`src/rtl/mem_arbiter_if.sv`:
```
// rtl/mem_arbiter_if.sv - bus bundle between split I/D requesters, the arbiter and physical memory
//
// Groups every handshake and data signal around the arbiter.
//   slave  : the arbiter's view. It takes the I/D requests and pmem_rdata/pmem_resp,
//            and drives the I/D read data, the completions and the pmem strobes.
//   master : the environment's view (requesters plus physical memory), the mirror of slave.
// Signals:
//   i_mem_read, i_mem_address[15:0]                   I-side request (level-held)
//   i_mem_rdata[15:0], i_mem_resp                     I-side response
//   d_mem_read, d_mem_write, d_mem_byte_enable[1:0],
//   d_mem_address[15:0], d_mem_wdata[15:0]            D-side request (level-held)
//   d_mem_rdata[15:0], d_mem_resp                     D-side response
//   pmem_read, pmem_write, pmem_byte_enable[1:0],
//   pmem_address[15:0], pmem_wdata[15:0]              physical memory command
//   pmem_rdata[15:0], pmem_resp                       physical memory response
interface mem_arbiter_if;
    logic        i_mem_read;
    logic [15:0] i_mem_address;
    logic [15:0] i_mem_rdata;
    logic        i_mem_resp;

    logic        d_mem_read;
    logic        d_mem_write;
    logic [1:0]  d_mem_byte_enable;
    logic [15:0] d_mem_address;
    logic [15:0] d_mem_wdata;
    logic [15:0] d_mem_rdata;
    logic        d_mem_resp;

    logic        pmem_read;
    logic        pmem_write;
    logic [1:0]  pmem_byte_enable;
    logic [15:0] pmem_address;
    logic [15:0] pmem_wdata;
    logic [15:0] pmem_rdata;
    logic        pmem_resp;

    modport slave (
        input  i_mem_read, i_mem_address,
        output i_mem_rdata, i_mem_resp,
        input  d_mem_read, d_mem_write, d_mem_byte_enable, d_mem_address, d_mem_wdata,
        output d_mem_rdata, d_mem_resp,
        output pmem_read, pmem_write, pmem_byte_enable, pmem_address, pmem_wdata,
        input  pmem_rdata, pmem_resp
    );

    modport master (
        output i_mem_read, i_mem_address,
        input  i_mem_rdata, i_mem_resp,
        output d_mem_read, d_mem_write, d_mem_byte_enable, d_mem_address, d_mem_wdata,
        input  d_mem_rdata, d_mem_resp,
        input  pmem_read, pmem_write, pmem_byte_enable, pmem_address, pmem_wdata,
        output pmem_rdata, pmem_resp
    );
endinterface

```
`src/rtl/mem_arbiter.sv`:
```
// rtl/mem_arbiter.sv - shares one physical memory port between the I-fetch and data requesters
//
// One transaction is in flight at a time. When a request is granted in IDLE, its address,
// write data, mask and op are captured into holding registers. The pmem command is driven
// only from those registers and the state, so requester inputs never reach pmem_*
// combinationally. The owner's completion is pmem_resp passed through in the same cycle.
// D has priority over I.
//
// Optional feature: define MEM_ARB_FAIRNESS_EN to add a starvation counter. After
// STARVE_LIMIT consecutive D grants made while I was waiting, I gets the port.
//
// Ports:
//   clk      system clock, rising edge
//   reset_n  asynchronous active-low reset
//   bus      mem_arbiter_if.slave (I/D requester sides and physical memory side)
module mem_arbiter #(
    parameter int STARVE_LIMIT = 4
) (
    input  logic        clk,
    input  logic        reset_n,
    mem_arbiter_if.slave bus
);

    localparam logic [1:0] IDLE   = 2'd0;
    localparam logic [1:0] I_BUSY = 2'd1;
    localparam logic [1:0] D_BUSY = 2'd2;

    logic [1:0]  state_q, state_d;
    logic [15:0] addr_q, addr_d;
    logic [15:0] wdata_q, wdata_d;
    logic [1:0]  be_q, be_d;
    logic        write_q, write_d;

    logic        d_req;
    logic        grant_d;
    logic        grant_i;
    logic        starve_hit;
    logic        busy;

`ifdef MEM_ARB_FAIRNESS_EN
    localparam int CW = $clog2(STARVE_LIMIT + 1);

    logic [CW-1:0] starve_q, starve_d;

    assign starve_hit = (starve_q == CW'(STARVE_LIMIT));

    always_comb begin
        starve_d = starve_q;
        if (state_q == IDLE) begin
            // The count tracks an I request that keeps losing. It restarts once I is
            // served or stops asking, and it saturates so it cannot wrap back to zero.
            if (!bus.i_mem_read || grant_i) begin
                starve_d = '0;
            end else if (grant_d && !starve_hit) begin
                starve_d = starve_q + 1'b1;
            end
        end
    end

    always_ff @(posedge clk or negedge reset_n) begin
        if (!reset_n) begin
            starve_q <= '0;
        end else begin
            starve_q <= starve_d;
        end
    end
`else
    // Fixed D priority. This is never true for a legal limit, so I can starve.
    assign starve_hit = (STARVE_LIMIT < 0);
`endif

    assign d_req = bus.d_mem_read | bus.d_mem_write;

    always_comb begin
        grant_d = (state_q == IDLE) && d_req && !(starve_hit && bus.i_mem_read);
        grant_i = (state_q == IDLE) && bus.i_mem_read && !grant_d;
    end

    always_comb begin
        state_d = state_q;
        addr_d  = addr_q;
        wdata_d = wdata_q;
        be_d    = be_q;
        write_d = write_q;
        case (state_q)
            IDLE: begin
                if (grant_d) begin
                    state_d = D_BUSY;
                    addr_d  = bus.d_mem_address;
                    wdata_d = bus.d_mem_wdata;
                    // A read+write request is treated as a write.
                    write_d = bus.d_mem_write;
                    be_d    = bus.d_mem_write ? bus.d_mem_byte_enable : 2'b11;
                end else if (grant_i) begin
                    state_d = I_BUSY;
                    addr_d  = bus.i_mem_address;
                    wdata_d = '0;
                    write_d = 1'b0;
                    be_d    = 2'b11;
                end
            end
            I_BUSY, D_BUSY: begin
                if (bus.pmem_resp) begin
                    state_d = IDLE;
                end
            end
            default: state_d = IDLE;
        endcase
    end

    always_ff @(posedge clk or negedge reset_n) begin
        if (!reset_n) begin
            state_q <= IDLE;
            addr_q  <= '0;
            wdata_q <= '0;
            be_q    <= 2'b11;
            write_q <= 1'b0;
        end else begin
            state_q <= state_d;
            addr_q  <= addr_d;
            wdata_q <= wdata_d;
            be_q    <= be_d;
            write_q <= write_d;
        end
    end

    assign busy = (state_q != IDLE);

    assign bus.pmem_read        = busy & ~write_q;
    assign bus.pmem_write       = busy & write_q;
    assign bus.pmem_byte_enable = be_q;
    assign bus.pmem_address     = addr_q;
    assign bus.pmem_wdata       = wdata_q;

    // Read data goes to both sides while busy. Only the owner sees a completion.
    assign bus.i_mem_rdata = busy ? bus.pmem_rdata : 16'h0000;
    assign bus.d_mem_rdata = busy ? bus.pmem_rdata : 16'h0000;
    assign bus.i_mem_resp  = (state_q == I_BUSY) & bus.pmem_resp;
    assign bus.d_mem_resp  = (state_q == D_BUSY) & bus.pmem_resp;

endmodule

```
`src/flat_wrapper.sv`:
```
// flat-port wrapper written by rule: the top's interface ports become plain ports
module mem_arbiter_flat 
#(
    parameter int STARVE_LIMIT = 4
)
  (clk, reset_n, bus_i_mem_read, bus_i_mem_address, bus_i_mem_rdata, bus_i_mem_resp, bus_d_mem_read, bus_d_mem_write, bus_d_mem_byte_enable, bus_d_mem_address, bus_d_mem_wdata, bus_d_mem_rdata, bus_d_mem_resp, bus_pmem_read, bus_pmem_write, bus_pmem_byte_enable, bus_pmem_address, bus_pmem_wdata, bus_pmem_rdata, bus_pmem_resp);
  mem_arbiter_if bus_i ();
  input  logic clk;
  input  logic reset_n;
  input wire logic [$bits(bus_i.i_mem_read)-1:0] bus_i_mem_read;
  input wire logic [$bits(bus_i.i_mem_address)-1:0] bus_i_mem_address;
  output wire logic [$bits(bus_i.i_mem_rdata)-1:0] bus_i_mem_rdata;
  output wire logic [$bits(bus_i.i_mem_resp)-1:0] bus_i_mem_resp;
  input wire logic [$bits(bus_i.d_mem_read)-1:0] bus_d_mem_read;
  input wire logic [$bits(bus_i.d_mem_write)-1:0] bus_d_mem_write;
  input wire logic [$bits(bus_i.d_mem_byte_enable)-1:0] bus_d_mem_byte_enable;
  input wire logic [$bits(bus_i.d_mem_address)-1:0] bus_d_mem_address;
  input wire logic [$bits(bus_i.d_mem_wdata)-1:0] bus_d_mem_wdata;
  output wire logic [$bits(bus_i.d_mem_rdata)-1:0] bus_d_mem_rdata;
  output wire logic [$bits(bus_i.d_mem_resp)-1:0] bus_d_mem_resp;
  output wire logic [$bits(bus_i.pmem_read)-1:0] bus_pmem_read;
  output wire logic [$bits(bus_i.pmem_write)-1:0] bus_pmem_write;
  output wire logic [$bits(bus_i.pmem_byte_enable)-1:0] bus_pmem_byte_enable;
  output wire logic [$bits(bus_i.pmem_address)-1:0] bus_pmem_address;
  output wire logic [$bits(bus_i.pmem_wdata)-1:0] bus_pmem_wdata;
  input wire logic [$bits(bus_i.pmem_rdata)-1:0] bus_pmem_rdata;
  input wire logic [$bits(bus_i.pmem_resp)-1:0] bus_pmem_resp;
  assign bus_i.i_mem_read = bus_i_mem_read;
  assign bus_i.i_mem_address = bus_i_mem_address;
  assign bus_i_mem_rdata = bus_i.i_mem_rdata;
  assign bus_i_mem_resp = bus_i.i_mem_resp;
  assign bus_i.d_mem_read = bus_d_mem_read;
  assign bus_i.d_mem_write = bus_d_mem_write;
  assign bus_i.d_mem_byte_enable = bus_d_mem_byte_enable;
  assign bus_i.d_mem_address = bus_d_mem_address;
  assign bus_i.d_mem_wdata = bus_d_mem_wdata;
  assign bus_d_mem_rdata = bus_i.d_mem_rdata;
  assign bus_d_mem_resp = bus_i.d_mem_resp;
  assign bus_pmem_read = bus_i.pmem_read;
  assign bus_pmem_write = bus_i.pmem_write;
  assign bus_pmem_byte_enable = bus_i.pmem_byte_enable;
  assign bus_pmem_address = bus_i.pmem_address;
  assign bus_pmem_wdata = bus_i.pmem_wdata;
  assign bus_i.pmem_rdata = bus_pmem_rdata;
  assign bus_i.pmem_resp = bus_pmem_resp;
  mem_arbiter #(.STARVE_LIMIT(STARVE_LIMIT)) u_core (.clk(clk), .reset_n(reset_n), .bus(bus_i));
endmodule
```
`config.mk`:
```
export PLATFORM = sky130hd
export DESIGN_NAME = mem_arbiter_flat
export DESIGN_NICKNAME = d
export VERILOG_FILES = /design/src/rtl/mem_arbiter_if.sv /design/src/rtl/mem_arbiter.sv /design/src/flat_wrapper.sv
export SDC_FILE = /design/constraint.sdc
export NUM_CORES = 1
export LEC_CHECK = 0
export BUFFER_PORTS_ARGS = -buffer_cell sky130_fd_sc_hd__buf_2
export CORE_ASPECT_RATIO = 1.2
export CORE_MARGIN = 2
export CORE_UTILIZATION = 35
export DETAILED_ROUTE_END_ITERATION = 7
export HOLD_SLACK_MARGIN = 0.05
export PLACE_DENSITY = 0.68
export REMOVE_ABC_BUFFERS = 1
export SKIP_CTS_REPAIR_TIMING = 1
export SYNTH_ARGS = -nofsm -noshare
export SYNTH_HDL_FRONTEND = slang
export SYNTH_SLANG_ARGS = --single-unit
```
`constraint.sdc`:
```
create_clock -name clk -period 2.3 [get_ports clk]
set_input_delay 0.115 -clock clk [delete_from_list [all_inputs] [get_ports clk]]
set_output_delay 0.115 -clock clk [all_outputs]
set_load 0.005 [all_outputs]
```
==> impl_metrics.py <==
metrics = {
    "global_route": {
        "grt_pass1_vias": 1684,
        "grt_start_max_net_pins": 38,
        "overflow": 0,
        "antenna_found_initial": 0,
        "met2_usage": 0.332,
        "gr-usage-met1": 0.178,
        "met3_usage": 0.0494,
        "grt_usage": 0.173,
        "grt_pass1_wl_um": 8070,
        "busiest_layer": "met2",
    },
    "floorplanning": {
        "placeableCoreArea_um2": 5300,
        "row_count": 29,
        "die_x_um": 71.9,
        "die-area_um2": 6150,
        "num_io_pins": 142,
        "die_h_um": 85.5,
        "initial_utilization": 0.366,
    },
    "placement": {
        "place_area_um2": 2570,
        "io_buffers": 141,
        "place_hpwl_um": 4110,
        "pre_cts_ws_ps": 298,
        "gp_congestion": 0.734,
    },
    "logic_synthesis": {
        "synth_fa_ha_area_frac": 0.0258,
        "yosysMostFrequentCell": "dfrtp_1",
        "netlist_top_cells_area": "dfrtp_1 45%, mux2_2 13%, a22o_1 7.7%",
        "synth_top_family_by_area": "multiplexers",
        "synth_commonest_cells": "35 x dfrtp_1, 22 x mux2_2, 19 x nor2b_1, 18 x buf_4, 17 x a22o_1",
        "synth_cell_types": 25,
        "synth-async-reset-ratio": 1.00,
        "synth_xor_area_frac": 0,
        "synth_cells": 157,
        "synth-seq-cells": 37,
        "muxShareOfSynthArea": 0.203,
        "synth-edff-count": 0,
        "avgSynthCellArea_um2": 12.3,
        "yosysWarnings": 0,
        "synth-simple-area-share": 0.0963,
        "syn_area_um2": 1940,
        "ys.flop_type": "dfrtp_1",
        "yosysTopAreaCellShare": 0.452,
        "synth_compound_area_frac": 0.0982,
        "yosys.area.top_type": "dfrtp_1",
        "synth_seq_area_share": 0.479,
    },
    "drt": {
        "dr.first_iter.drc_count": 56,
        "antenna_left": 0,
        "vias": 1686,
        "vias_per_cell": 4.82,
        "wl_um": 5200,
        "drc_errors": 0,
        "post_drt_wl_per_cell_um": 14.9,
        "drtPass1Iterations": 4,
    },
    "pwr": {
        "p_clk_frac": 0.172,
        "pwr-share-seq": 0.353,
        "p_sw_mw": 1.15,
        "p_per_area_nw_per_um2": 1200,
        "irDropWorstVdd_uv": 488,
        "comb_power_share": 0.475,
        "p_leak_nw": 1.48,
        "p_int_mw": 2.12,
        "p_sw_frac": 0.350,
    },
    "clocking": {
        "cts.reportedPaths.clkPinSlew_ps": 80,
        "numCtsBuffers": 5,
        "cts.sinks": 37,
        "clk_path_buf_depth": 2,
        "ctsHtreeMaxLevel": 2,
        "clock-root-buffer": "clkbuf_8",
        "clk_latency_ps": 290,
        "cts_tree": "done",
    },
    "setup_path": {
        "crit_fanout": 16,
        "cp-start-kind": "flip-flop",
        "crit_required_ps": 2520,
        "critical_path_class": "flip-flop to flip-flop",
        "cpPeakStageDelay_ps": 860,
        "crit_path_cell_trace": "inv_1 > ha_1 > nor2b_1 > a22o_1",
        "crit_path_end_kind": "flip-flop",
        "slowest_stage": "nor2b_1",
        "arrival_ps": 2180,
    },
    "cells_and_area": {
        "final_core_util": 0.513,
        "final_cell_area_um2": 2720,
        "nets": 363,
        "syn_to_final_growth_pct": 40.4,
        "diodes": 0,
        "drive_gt1_frac": 0.646,
    },
    "timing": {
        "fin_crit_ps": 1960,
        "finalCritPeriodShare": 0.852,
        "fmax_mhz": 510,
        "finalMaxSlewViolations": 0,
        "worstMarginPinSlew_ps": 1070,
        "rsz0062_at_grt": "no",
        "hold_viol_final": 0,
        "maxSlewHeadroom": 0.287,
        "finalSetupViolations": 0,
        "worst_slack_ps": 340,
        "final.setup.tns_ps": 0,
        "skew_ps": 5.18,
    },
    "status": {
        "status": "completed",
    },
    "hold_path": {
        "hp-class": "input port to flip-flop",
    },
    "run": {
        "maxCapViolCount": 0,
    },
}
sequential cells by signal, indices dropped and copies added (netlist names):
signal / count
u_core.state_q: 2
u_core.bus.pmem_wdata: 16
u_core.bus.pmem_address: 16
u_core.bus.pmem_byte_enable: 2
u_core.write_q: 1
power by group through the flow:
stage	Clock (mW)	Combinational [mW]	Sequential, mW
2_1_floorplan	0	0.767	1.17
3_3_place_gp	0	1.56	1.15
3_5_place_dp	0	1.59	1.16
4_1_cts	0.588	1.59	1.15
5_1_grt	0.613	1.72	1.19
6_report	0.562	1.55	1.15
layer usage:
metal / wire (µm) / vias up
met1: 1780 / 780
met4: 66 / 0
met3: 517 / 7
li1: - / 787
met2: 2840 / 112
met5: 0 / -
final timing paths:
path / startpoint / end / slack (ps) / depth (start not counted)
max: u_core.state_q[0] / u_core.bus.pmem_wdata[10] / 340 / 4
min: bus_d_mem_wdata[0] / u_core.bus.pmem_wdata[0] / 50 / 2
max reg2reg: u_core.state_q[0] / u_core.bus.pmem_wdata[10] / 340 / 4
min reg2reg: u_core.bus.pmem_byte_enable[1] / u_core.bus.pmem_byte_enable[1] / 460 / 2
max in group asynchronous: reset_n / u_core.bus.pmem_address[12] / 1300 / 2
min in group asynchronous: reset_n / u_core.bus.pmem_address[2] / 470 / 2
kinds of logic after synthesis:
| group | after synthesis |
|---|---|
| flops | 37 |
| mux | 32 |
| simple gates | 31 |
| buf+inv | 29 |
| compound gates | 24 |
| fa+ha+maj | 4 |
final cells by class:
type / count / area [µm²]
Inverter: 5 / 18.8
Clock inverter: 3 / 43.8
Clock buffer: 5 / 68.8
Fill cell: 472 / 2580
Sequential cell: 37 / 928
Multi-Input combinational cell: 91 / 821
Tap cell: 62 / 77.6
Timing Repair Buffer: 147 / 761
per-stage QoR:
step / hold slack (ps) / total power [mW] / cells
4_1_cts: -54.8 / 3.33 / 346
2_1_floorplan: -181 / 1.94 / 133
6_report: 45.3 / 3.27 / 350
5_1_grt: 52.1 / 3.53 / 350
3_3_place_gp: 253 / 2.71 / 338
3_5_place_dp: 265 / 2.75 / 338
cell usage in the layout (no fill, tap or decap), types with 2 or more instances in the layout:
master / n
clkbuf_8: 5
mux2_2: 22
a21oi_1: 3
buf_4: 2
o22ai_1: 2
nand2_1: 2
dlygate4sd3_1: 4
a22o_1: 17
dfrtp_1: 35
mux2_4: 9
and2_1: 2
nor2_1: 3
nand3_1: 2
ha_1: 4
dfstp_2: 2
buf_2: 141
inv_1: 5
nor2b_1: 19
worst max-delay path, delay by kind of cell (launching register included):
| family | cells | cell delay (ps) |
|---|---|---|
| AO/OA/AOI/OAI | 1 | 290 |
| adder cells (fa/ha/maj) | 1 | 220 |
| flip-flops | 1 | 410 |
| AND/OR/NAND/NOR | 1 | 860 |
| buffers and inverters | 1 | 110 |
Note: power is estimated with default switching activity, not from simulation.
